### src/rtl/msrv32_pkg.sv
// Shared msrv32 definitions: AHB transfer/size codes, load/store size codes and the
// data-side master FSM states.
package msrv32_pkg;

  typedef enum logic [1:0] {
    HtransIdle   = 2'b00,
    HtransNonseq = 2'b10
  } htrans_e;

  localparam logic [2:0] HsizeByte = 3'b000;
  localparam logic [2:0] HsizeHalf = 3'b001;
  localparam logic [2:0] HsizeWord = 3'b010;

  localparam logic [1:0] SizeByte    = 2'b00;
  localparam logic [1:0] SizeHalf    = 2'b01;
  localparam logic [1:0] SizeWord    = 2'b10;
  localparam logic [1:0] SizeIllegal = 2'b11;

  typedef enum logic [2:0] {
    StIdle  = 3'd0,
    StAddr  = 3'd1,
    StData  = 3'd2,
    StErr   = 3'd3,
    StDrain = 3'd4,
    StResp  = 3'd5
  } dmem_state_e;

  // The illegal size code is reported as a misaligned access.
  function automatic logic is_misaligned(input logic [1:0] size, input logic [1:0] addr_lo);
    logic mis;
    case (size)
      SizeByte: mis = 1'b0;
      SizeHalf: mis = addr_lo[0];
      SizeWord: mis = (addr_lo != 2'b00);
      default:  mis = 1'b1;
    endcase
    return mis;
  endfunction

endpackage

### src/rtl/msrv32_wait_timer.sv
// Saturating count of consecutive HREADY-low cycles; flags the cycle on which the count
// reaches TIMEOUT_CYCLES. A TIMEOUT_CYCLES of 0 disables the flag.
module msrv32_wait_timer #(
  parameter int unsigned TIMEOUT_CYCLES = 255
) (
  input  logic clk_i,
  input  logic rst_ni,
  input  logic en_i,
  input  logic hready_i,
  output logic expired_o
);

  localparam int unsigned CntW = (TIMEOUT_CYCLES > 0) ? $clog2(TIMEOUT_CYCLES + 1) : 1;
  localparam logic [CntW-1:0] CntMax = CntW'(TIMEOUT_CYCLES);

  logic [CntW-1:0] cnt_q, cnt_d;

  always_comb begin
    cnt_d = cnt_q;
    if (!en_i || hready_i) begin
      cnt_d = '0;
    end else if (cnt_q != CntMax) begin
      cnt_d = cnt_q + CntW'(1);
    end
  end

  assign expired_o = (TIMEOUT_CYCLES != 0) && en_i && !hready_i && (cnt_d == CntMax);

  always_ff @(posedge clk_i or negedge rst_ni) begin
    if (!rst_ni) begin
      cnt_q <= '0;
    end else begin
      cnt_q <= cnt_d;
    end
  end

endmodule

### src/rtl/msrv32_dmem_ahb_master.sv
// Data-side AHB-Lite master for msrv32: one outstanding load/store, wait states, two-cycle
// ERROR response, HREADY timeout and misalignment rejection. All bus/response outputs are registered.
module msrv32_dmem_ahb_master
  import msrv32_pkg::*;
#(
  parameter int unsigned TIMEOUT_CYCLES = 255
) (
  input  logic        ms_riscv32_mp_clk_in,
  input  logic        ms_riscv32_mp_rst_in,
  input  logic        req_valid_in,
  output logic        req_ready_out,
  input  logic [31:0] req_addr_in,
  input  logic        req_write_in,
  input  logic [1:0]  req_size_in,
  input  logic [31:0] req_wdata_in,
  output logic        rsp_valid_out,
  output logic [31:0] rsp_rdata_out,
  output logic        rsp_err_out,
  output logic        rsp_misaligned_out,
  output logic [1:0]  rsp_addr_1_to_0_out,
  output logic [31:0] haddr_out,
  output logic [1:0]  htrans_out,
  output logic        hwrite_out,
  output logic [2:0]  hsize_out,
  output logic [31:0] hwdata_out,
  input  logic [31:0] hrdata_in,
  input  logic        hready_in,
  input  logic        hresp_in
);

  dmem_state_e state_q;
  logic [31:0] wdata_q;
  logic        timer_en;
  logic        timeout;

  assign req_ready_out = (state_q == StIdle);
  assign timer_en      = (state_q == StAddr) || (state_q == StData);

  msrv32_wait_timer #(
    .TIMEOUT_CYCLES(TIMEOUT_CYCLES)
  ) u_wait_timer (
    .clk_i    (ms_riscv32_mp_clk_in),
    .rst_ni   (ms_riscv32_mp_rst_in),
    .en_i     (timer_en),
    .hready_i (hready_in),
    .expired_o(timeout)
  );

  always_ff @(posedge ms_riscv32_mp_clk_in or negedge ms_riscv32_mp_rst_in) begin
    if (!ms_riscv32_mp_rst_in) begin
      state_q             <= StIdle;
      wdata_q             <= '0;
      rsp_valid_out       <= 1'b0;
      rsp_rdata_out       <= '0;
      rsp_err_out         <= 1'b0;
      rsp_misaligned_out  <= 1'b0;
      rsp_addr_1_to_0_out <= '0;
      haddr_out           <= '0;
      htrans_out          <= HtransIdle;
      hwrite_out          <= 1'b0;
      hsize_out           <= '0;
      hwdata_out          <= '0;
    end else begin
      rsp_valid_out      <= 1'b0;
      rsp_err_out        <= 1'b0;
      rsp_misaligned_out <= 1'b0;
      unique case (state_q)
        StIdle: begin
          if (req_valid_in) begin
            if (is_misaligned(req_size_in, req_addr_in[1:0])) begin
              rsp_valid_out       <= 1'b1;
              rsp_err_out         <= 1'b1;
              rsp_misaligned_out  <= 1'b1;
              rsp_addr_1_to_0_out <= req_addr_in[1:0];
              state_q             <= StResp;
            end else begin
              haddr_out  <= req_addr_in;
              hwrite_out <= req_write_in;
              hsize_out  <= {1'b0, req_size_in};
              htrans_out <= HtransNonseq;
              wdata_q    <= req_wdata_in;
              state_q    <= StAddr;
            end
          end
        end
        StAddr: begin
          // htrans stays NONSEQ into DRAIN so the slave still sees a stable address phase.
          if (timeout) begin
            rsp_valid_out       <= 1'b1;
            rsp_err_out         <= 1'b1;
            rsp_addr_1_to_0_out <= haddr_out[1:0];
            state_q             <= StDrain;
          end else if (hready_in) begin
            htrans_out <= HtransIdle;
            hwdata_out <= wdata_q;
            state_q    <= StData;
          end
        end
        StData: begin
          if (timeout) begin
            rsp_valid_out       <= 1'b1;
            rsp_err_out         <= 1'b1;
            rsp_addr_1_to_0_out <= haddr_out[1:0];
            state_q             <= StDrain;
          end else if (hresp_in) begin
            if (hready_in) begin
              rsp_valid_out       <= 1'b1;
              rsp_err_out         <= 1'b1;
              rsp_addr_1_to_0_out <= haddr_out[1:0];
              state_q             <= StIdle;
            end else begin
              state_q <= StErr;
            end
          end else if (hready_in) begin
            rsp_valid_out       <= 1'b1;
            rsp_addr_1_to_0_out <= haddr_out[1:0];
            if (!hwrite_out) begin
              rsp_rdata_out <= hrdata_in;
            end
            state_q <= StIdle;
          end
        end
        StErr: begin
          if (hready_in) begin
            rsp_valid_out       <= 1'b1;
            rsp_err_out         <= 1'b1;
            rsp_addr_1_to_0_out <= haddr_out[1:0];
            state_q             <= StIdle;
          end
        end
        StDrain: begin
          if (hready_in) begin
            htrans_out <= HtransIdle;
            state_q    <= StIdle;
          end
        end
        StResp: begin
          state_q <= StIdle;
        end
        default: begin
          state_q <= StIdle;
        end
      endcase
    end
  end

endmodule

### config.mk
export PLATFORM = sky130hd
export DESIGN_NAME = msrv32_dmem_ahb_master
export DESIGN_NICKNAME = d
export VERILOG_FILES = /design/src/rtl/msrv32_pkg.sv /design/src/rtl/msrv32_wait_timer.sv /design/src/rtl/msrv32_dmem_ahb_master.sv
export SDC_FILE = /design/constraint.sdc
export NUM_CORES = 1
export LEC_CHECK = 0
export BUFFER_PORTS_ARGS = -buffer_cell sky130_fd_sc_hd__buf_2
export CORE_MARGIN = 5
export CORE_UTILIZATION = 40
export DETAILED_ROUTE_END_ITERATION = 10
export PLACE_DENSITY_LB_ADDON = 0.1
export RECOVER_POWER = 25
export SLEW_MARGIN = 20
export SYNTH_ARGS = -nofsm -noshare
export SYNTH_HDL_FRONTEND = slang
export SYNTH_HIERARCHICAL = 1
export SYNTH_SLANG_ARGS = --single-unit
### constraint.sdc
create_clock -name ms_riscv32_mp_clk_in -period 3.6 [get_ports ms_riscv32_mp_clk_in]
set_input_delay 0.72 -clock ms_riscv32_mp_clk_in [delete_from_list [all_inputs] [get_ports ms_riscv32_mp_clk_in]]
set_output_delay 0.72 -clock ms_riscv32_mp_clk_in [all_outputs]
set_load 0.02 [all_outputs]
==> flow_summary.ini, run 1 <==
[drt]
vias = 3940
wire_per_inst_um = 17.3
routed_via_density = 4.86
drtPass1Iterations = 4
ant_nets = 0
first_iter_violations = 130
wl_um = 14100
drcViolationCount = 0

[run]
cap_violations = 1

[grt]
grt_usage_pct = 16.2
grt_pass1_vias = 4299
grt_first_pass_wirelength_um = 22700
grt_max_degree = 70
antenna_found_initial = 1
grt_overflow = 0

[setup_path]
cp.required_ns = 3.89
r2r-end = hwdata_out[3]
critPathLaunchType = register
rrSetupSlack_ns = 0.39
crit_path_end_kind = register
r2r-start = state_q[0]
worstSetupPathType = reg2reg
critPathArrivalTime_ns = 3.51
worstPathMaxFanout = 32
reg2reg_depth = 9

[sta]
worst_slew_pin_slew_ns = 1.75
drv_slew = 70
slew_headroom_pct = -16.9
timing.fmax_mhz = 311
whs_ns = 0.479
rsz0062_at_grt = no
setup_violations = 0
finClkSkew_ns = 0.00543
setup_tns_ns = 0
fin_crit_sh_pct = 89.3
period_needed_ns = 3.21
hold_viol = 0

[cells_and_area]
multiInputGateArea_mm2 = 0.00218
nNetsFinal = 713
drive_above_1_share_pct = 61.8
fill_cells = 1312
area_growth_pct = 29.3
regArea_mm2 = 0.00370

[clocking]
cts_setup_buffers = 0
htree_levels = 4
insertion_delay_ns = 0.41
cts-buffers-inserted = 17
ctsLongestPathBuffers = 2
cts_resized = 0
cts_tree = done
hold_buffers = 0
cts.root.buffer_cell = clkbuf_16
clock_sinks = 148
clk_pin_slew_ns = 0.06

[run_status]
status = complete, but fails checks
violations = max-capacitance violations, max-slew violations

[min_path]
min_from = hwdata_out[3]
hold_path.class = reg2reg
worstHoldEndpoint = hwdata_out[3]
hold_depth = 1

[power_and_ir_drop]
seqPwrFrac_pct = 38.2
p_switching_mw = 2.63
clock_power_share_pct = 23.7
combPwrFrac_pct = 38.1
p_leak_nw = 3.93
power_density_mw_per_mm2 = 958
p_total_mw = 7.52
internal-power_mw = 4.88
irDropWorstVdd_uv = 475
switching_share_pct = 35.0

[place]
dp_hpwl_um = 10100
gp_congestion = 0.833
port_buffers = 209

[logic_synthesis]
synth.avg_cell_area_um2 = 15.3
synth_top_area_share_pct = 61.0
synth_edf_count = 0
synth_area_mm2 = 0.00607
ys_seq_elements = 148
ys_seq_area_share_pct = 61.0
yosysTopAreaCell = dfrtp_1
synth_cell_type_count = 51
synth_ff_type = dfrtp_1
synth-async-reset-ratio_pct = 100
ys_warn_count = 6
postSynthCellCount = 397
synth_area_leaders = dfrtp_1 (61%), mux2_2 (19%), mux2_4 (7.4%)

[floorplanning]
core.rowCount = 45
fp.dieH_um = 133
pin_count = 212
core_mm2 = 0.0150
chipWidth_um = 133
start_util_pct = 40.4
dieArea_mm2 = 0.0177
## sequential cells by signal, summed over array words and instances, names as in the netlist
register and flops:
rsp_addr_1_to_0_out 2, haddr_out 32, hwrite_out 1, htrans_out 1, state_q 3, hwdata_out 32, wdata_q 32, rsp_valid_out 1
rsp_misaligned_out 1, u_wait_timer/cnt_q 8, rsp_rdata_out 32, rsp_err_out 1, hsize_out 2
## worst max-delay path: stages, from the launching register on
cell and delay [ns]:
dfrtp_1 0.52, xnor2_1 0.18, nor2_1 0.24, nand2b_1 0.23, or4_1 0.56, nor4_2 0.19
nand2b_1 0.19, nor3b_1 0.07, and2_2 0.47, mux2_1 0.42
## Yosys cell counts, types with 5 or more instances
cell type	number
a21oi_1	10
a22o_1	5
buf_2	6
clkbuf_1	9
dfrtp_1	148
inv_1	6
mux2_2	100
mux2_4	30
nor2_1	10
nor3_1	6
o21ai_0	6
## metrics by stage
stage / instances / area, µm² / util [%] / setup slack (ns)
2_1_floorplan: 398 / 6070 / - / 0.434
3_3_place_gp: 777 / 7260 / 48.3 / 0.361
3_5_place_dp: 777 / 7260 / 48.3 / 0.294
4_1_cts: 809 / 7860 / 52.3 / 0.392
5_1_grt: 809 / 7840 / 52.2 / 0.194
6_report: 810 / 7850 / 52.2 / 0.386
## power by group through the flow
stage,sequential [mW],combinational (mW),clock [mW]
final,2.87,2.86,1.78
after global routing,2.98,3.07,1.92
after CTS,2.88,2.91,1.84
after detailed placement,2.90,2.91,0
after global placement,2.85,2.87,0
after floorplan,3.54,1.25,0
## logic make-up (layout without fill, tap and decap cells)
family / after synthesis / after routing / share of synthesized area, %
AO/OA/AOI/OAI: 34 / 34 / 3.65
multiplexers: 134 / 134 / 26.7
other: 1 / 3 / 0.0618
flip-flops: 148 / 148 / 61.0
XOR/XNOR: 2 / 2 / 0.289
AND/OR/NAND/NOR: 47 / 47 / 4.87
adder cells (fa/ha/maj): 1 / 1 / 0.206
buffers and inverters: 30 / 253 / 3.22
## layer usage
layer / vias to the layer above / wire, µm / share of wire [%] / global-route usage, %
met3: 18 / 1430 / 10 / 7.74
met2: 166 / 6160 / 44 / 24.2
met1: 1919 / 6230 / 44 / 21.1
li1: 1835 / - / - / -
met5: - / 13 / 0.093 / 0
met4: 2 / 218 / 1.6 / 4.91
## layout by cell type (no fill, tap or decap), drive strengths merged, types with 2 or more instances in the layout
cell type,netlist,final
nand4,3,3
nor3,6,6
nand2,4,4
nand2b,4,4
o21ai,6,6
nor3b,2,2
a22o,5,5
nand4b,2,2
buf,15,212
dfrtp,148,148
and4,2,2
and3,2,2
conb,1,2
or4b,2,2
and2,2,2
a31oi,3,3
mux2i,3,3
or4,2,2
a21oi,10,10
clkbuf,9,22
o22ai,3,3
clkinv,0,5
bufinv,0,3
mux2,131,131
inv,6,7
clkinvlp,0,4
nor2,10,10
## area by class of cell
type                            instances  area share, %
Multi-Input combinational cell        220           27.8
Inverter                                6          0.287
Clock inverter                         13           2.01
Clock buffer                           19           5.65
Sequential cell                       148           47.2
Tap cell                              188           3.00
Timing Repair Buffer                  215           14.0
Antenna cell                            1         0.0319
## how the worst max path moves through the flow
stage                     endpoint       start  cells after the start  slack (ns)
finish               hwdata_out[3]  state_q[0]                      9        0.39
global route         hwdata_out[3]  state_q[0]                      9        0.19
CTS                  hwdata_out[3]  state_q[0]                      9        0.39
detailed placement  hwdata_out[21]   hready_in                      9        0.29
global placement    hwdata_out[17]   hready_in                      9        0.36
floorplan            hwdata_out[3]  state_q[1]                     14        0.43
No activity file was read; power rests on OpenSTA's default activity.
==> inputs of run 2 (changes only) <==
--- a/config.mk
+++ b/config.mk
@@ -9,6 +9,7 @@
 export CORE_MARGIN = 5
 export CORE_UTILIZATION = 40
 export DETAILED_ROUTE_END_ITERATION = 10
+export GPL_TIMING_DRIVEN = 0
 export PLACE_DENSITY_LB_ADDON = 0.1
 export RECOVER_POWER = 25
 export SLEW_MARGIN = 20
==> flow_summary.ini, run 2 (synthesis gave the netlist of run 1 again) <==
[run_status]
violations = max-capacitance violations, max-slew violations
status = complete, but fails checks

[sta]
hold_viol = 0
finClkSkew_ns = 0.00756
worst_slew_pin_slew_ns = 2.04
period_needed_ns = 3.27
timing.fmax_mhz = 306
slew_headroom_pct = -35.8
rsz0062_at_grt = no
fin_crit_sh_pct = 90.7
drv_slew = 84
setup_violations = 0

[floorplanning]
fp.dieH_um = 133
chipWidth_um = 133
core.rowCount = 45
start_util_pct = 40.4
pin_count = 212
dieArea_mm2 = 0.0177
core_mm2 = 0.0150

[grt]
grt.busiest_layer = met2
grt_first_pass_wirelength_um = 22800
grt_max_degree = 84
met3_usage_pct = 7.89
grt_overflow = 0
grtUsageMet1_pct = 19.8
antenna_found_initial = 1
grt_usage_pct = 16.2
grt_pass1_vias = 4353
use_met2_pct = 25.4

[power_and_ir_drop]
switching_share_pct = 35.2
p_leak_nw = 3.99
combPwrFrac_pct = 39.4
power_density_mw_per_mm2 = 937
seqPwrFrac_pct = 38.3
p_switching_mw = 2.62
p_total_mw = 7.44
internal-power_mw = 4.82
clock_power_share_pct = 22.4
irDropWorstVdd_uv = 475

[drt]
vias = 4061
wl_um = 14100
wire_per_inst_um = 17.1
drcViolationCount = 0
ant_nets = 0
drtPass1Iterations = 4
routed_via_density = 4.92
first_iter_violations = 125

[clocking]
cts_tree = done
insertion_delay_ns = 0.41
htree_levels = 4
cts_setup_buffers = 0
cts-buffers-inserted = 17
ctsLongestPathBuffers = 2
clock_sinks = 148
cts.root.buffer_cell = clkbuf_16
clk_pin_slew_ns = 0.06

[setup_path]
slowest_stage = or4_1
critPathLaunchType = register
critPathArrivalTime_ns = 3.55
worstSetupPathType = reg2reg
cpMostUsedCell = clkbuf_4
crit_buf_inv = 4
cp.required_ns = 3.89
crit_path_end_kind = register
max_stage_delay_ns = 0.55
worstPathMaxFanout = 10
crit_chain = clkbuf_2 > xnor2_1 > nor2_2 > nand2b_2 > or4_1 > nor4_2 > clkbuf_4 > nand2b_1 > nor3b_1 > and2_1 > clkbuf_1 > clkbuf_4 > mux2_1
path_delay_family = simple AND/OR/NAND/NOR gates

[cells_and_area]
multiInputGateArea_mm2 = 0.00218
post-route-util_pct = 52.8
layout_commonest_cell = buf_2
drive_above_1_share_pct = 61.9
layout_common_cells = buf_2 (212), dfrtp_1 (148), mux2_2 (100)
antennaDiodeCount = 0
regArea_mm2 = 0.00370
area_growth_pct = 30.8
fin_cells = 825
nNetsFinal = 731
fill_cells = 1289

[place]
dp_hpwl_um = 10400
gp_congestion = 0.815
dp_cells = 796
port_buffers = 209

[min_path]
hold_path.class = reg2reg

[run]
cap_violations = 1
==> run 2: cell types whose count changed in the layout (fill, tap and decap cells not counted), sizes merged <==
| cell | delta |
|---|---|
| clkinv | -2 |
| inv | -1 |
| clkinvlp | -1 |
| clkbuf | +14 |
| buf | +8 |
| diode | -1 |
| bufinv | -2 |
==> run 2: area by class of cell <==
class | instances | share of cell area (%)
Multi-Input combinational cell | 220 | 27.4
Sequential cell | 148 | 46.7
Buffer | 23 | 2.27
Clock inverter | 7 | 0.946
Tap cell | 188 | 2.96
Timing Repair Buffer | 210 | 13.3
Inverter | 6 | 0.284
Clock buffer | 23 | 6.15
==> run 2: timing repair <==
action                     4_1_cts  5_1_grt
cloned                           0        0
gates resized for setup          2        8
hold buffers                     0        0
setup endpoints to repair       30       30
==> run 2: through the flow <==
step / cell area, µm² / setup TNS (ns) / hold slack, ns / setup slack, ns
2_1_floorplan: 6070 / 0 / 0.424 / 0.434
3_3_place_gp: 7350 / -36.84 / 0.469 / -0.253
3_5_place_dp: 7390 / -2.02 / 0.475 / -0.111
4_1_cts: 7960 / 0 / 0.310 / 0.0520
5_1_grt: 7940 / 0 / 0.502 / 0.0491
6_report: 7940 / 0 / 0.489 / 0.334
==> run 2: worst paths after layout <==
kind                                            from             to  slack, ns  cells past startpoint
worst max register to register            state_q[1]  hwdata_out[3]       0.33                     13
worst min-delay path                   hwdata_out[3]  hwdata_out[3]       0.49                      1
worst min register to register         hwdata_out[3]  hwdata_out[3]       0.49                      1
worst max-delay path                      state_q[1]  hwdata_out[3]       0.33                     13
min in group asynchronous       ms_riscv32_mp_rst_in  haddr_out[12]       0.87                      1
max in group asynchronous       ms_riscv32_mp_rst_in  haddr_out[26]       0.75                      2
==> run 2: metal layers <==
metal,up-vias,part of all wire (%)
met2,175,47
met5,-,0.050
li1,1873,-
met1,1994,41
met3,17,11
met4,2,1.3
==> run 2: power groups by stage <==
stage | sequential (mW) | clock, mW | combinational (mW)
2_1_floorplan | 3.54 | 0 | 1.25
3_3_place_gp | 2.82 | 0 | 2.92
3_5_place_dp | 2.87 | 0 | 2.96
4_1_cts | 2.85 | 1.71 | 2.98
5_1_grt | 2.95 | 1.79 | 3.14
6_report | 2.85 | 1.66 | 2.93
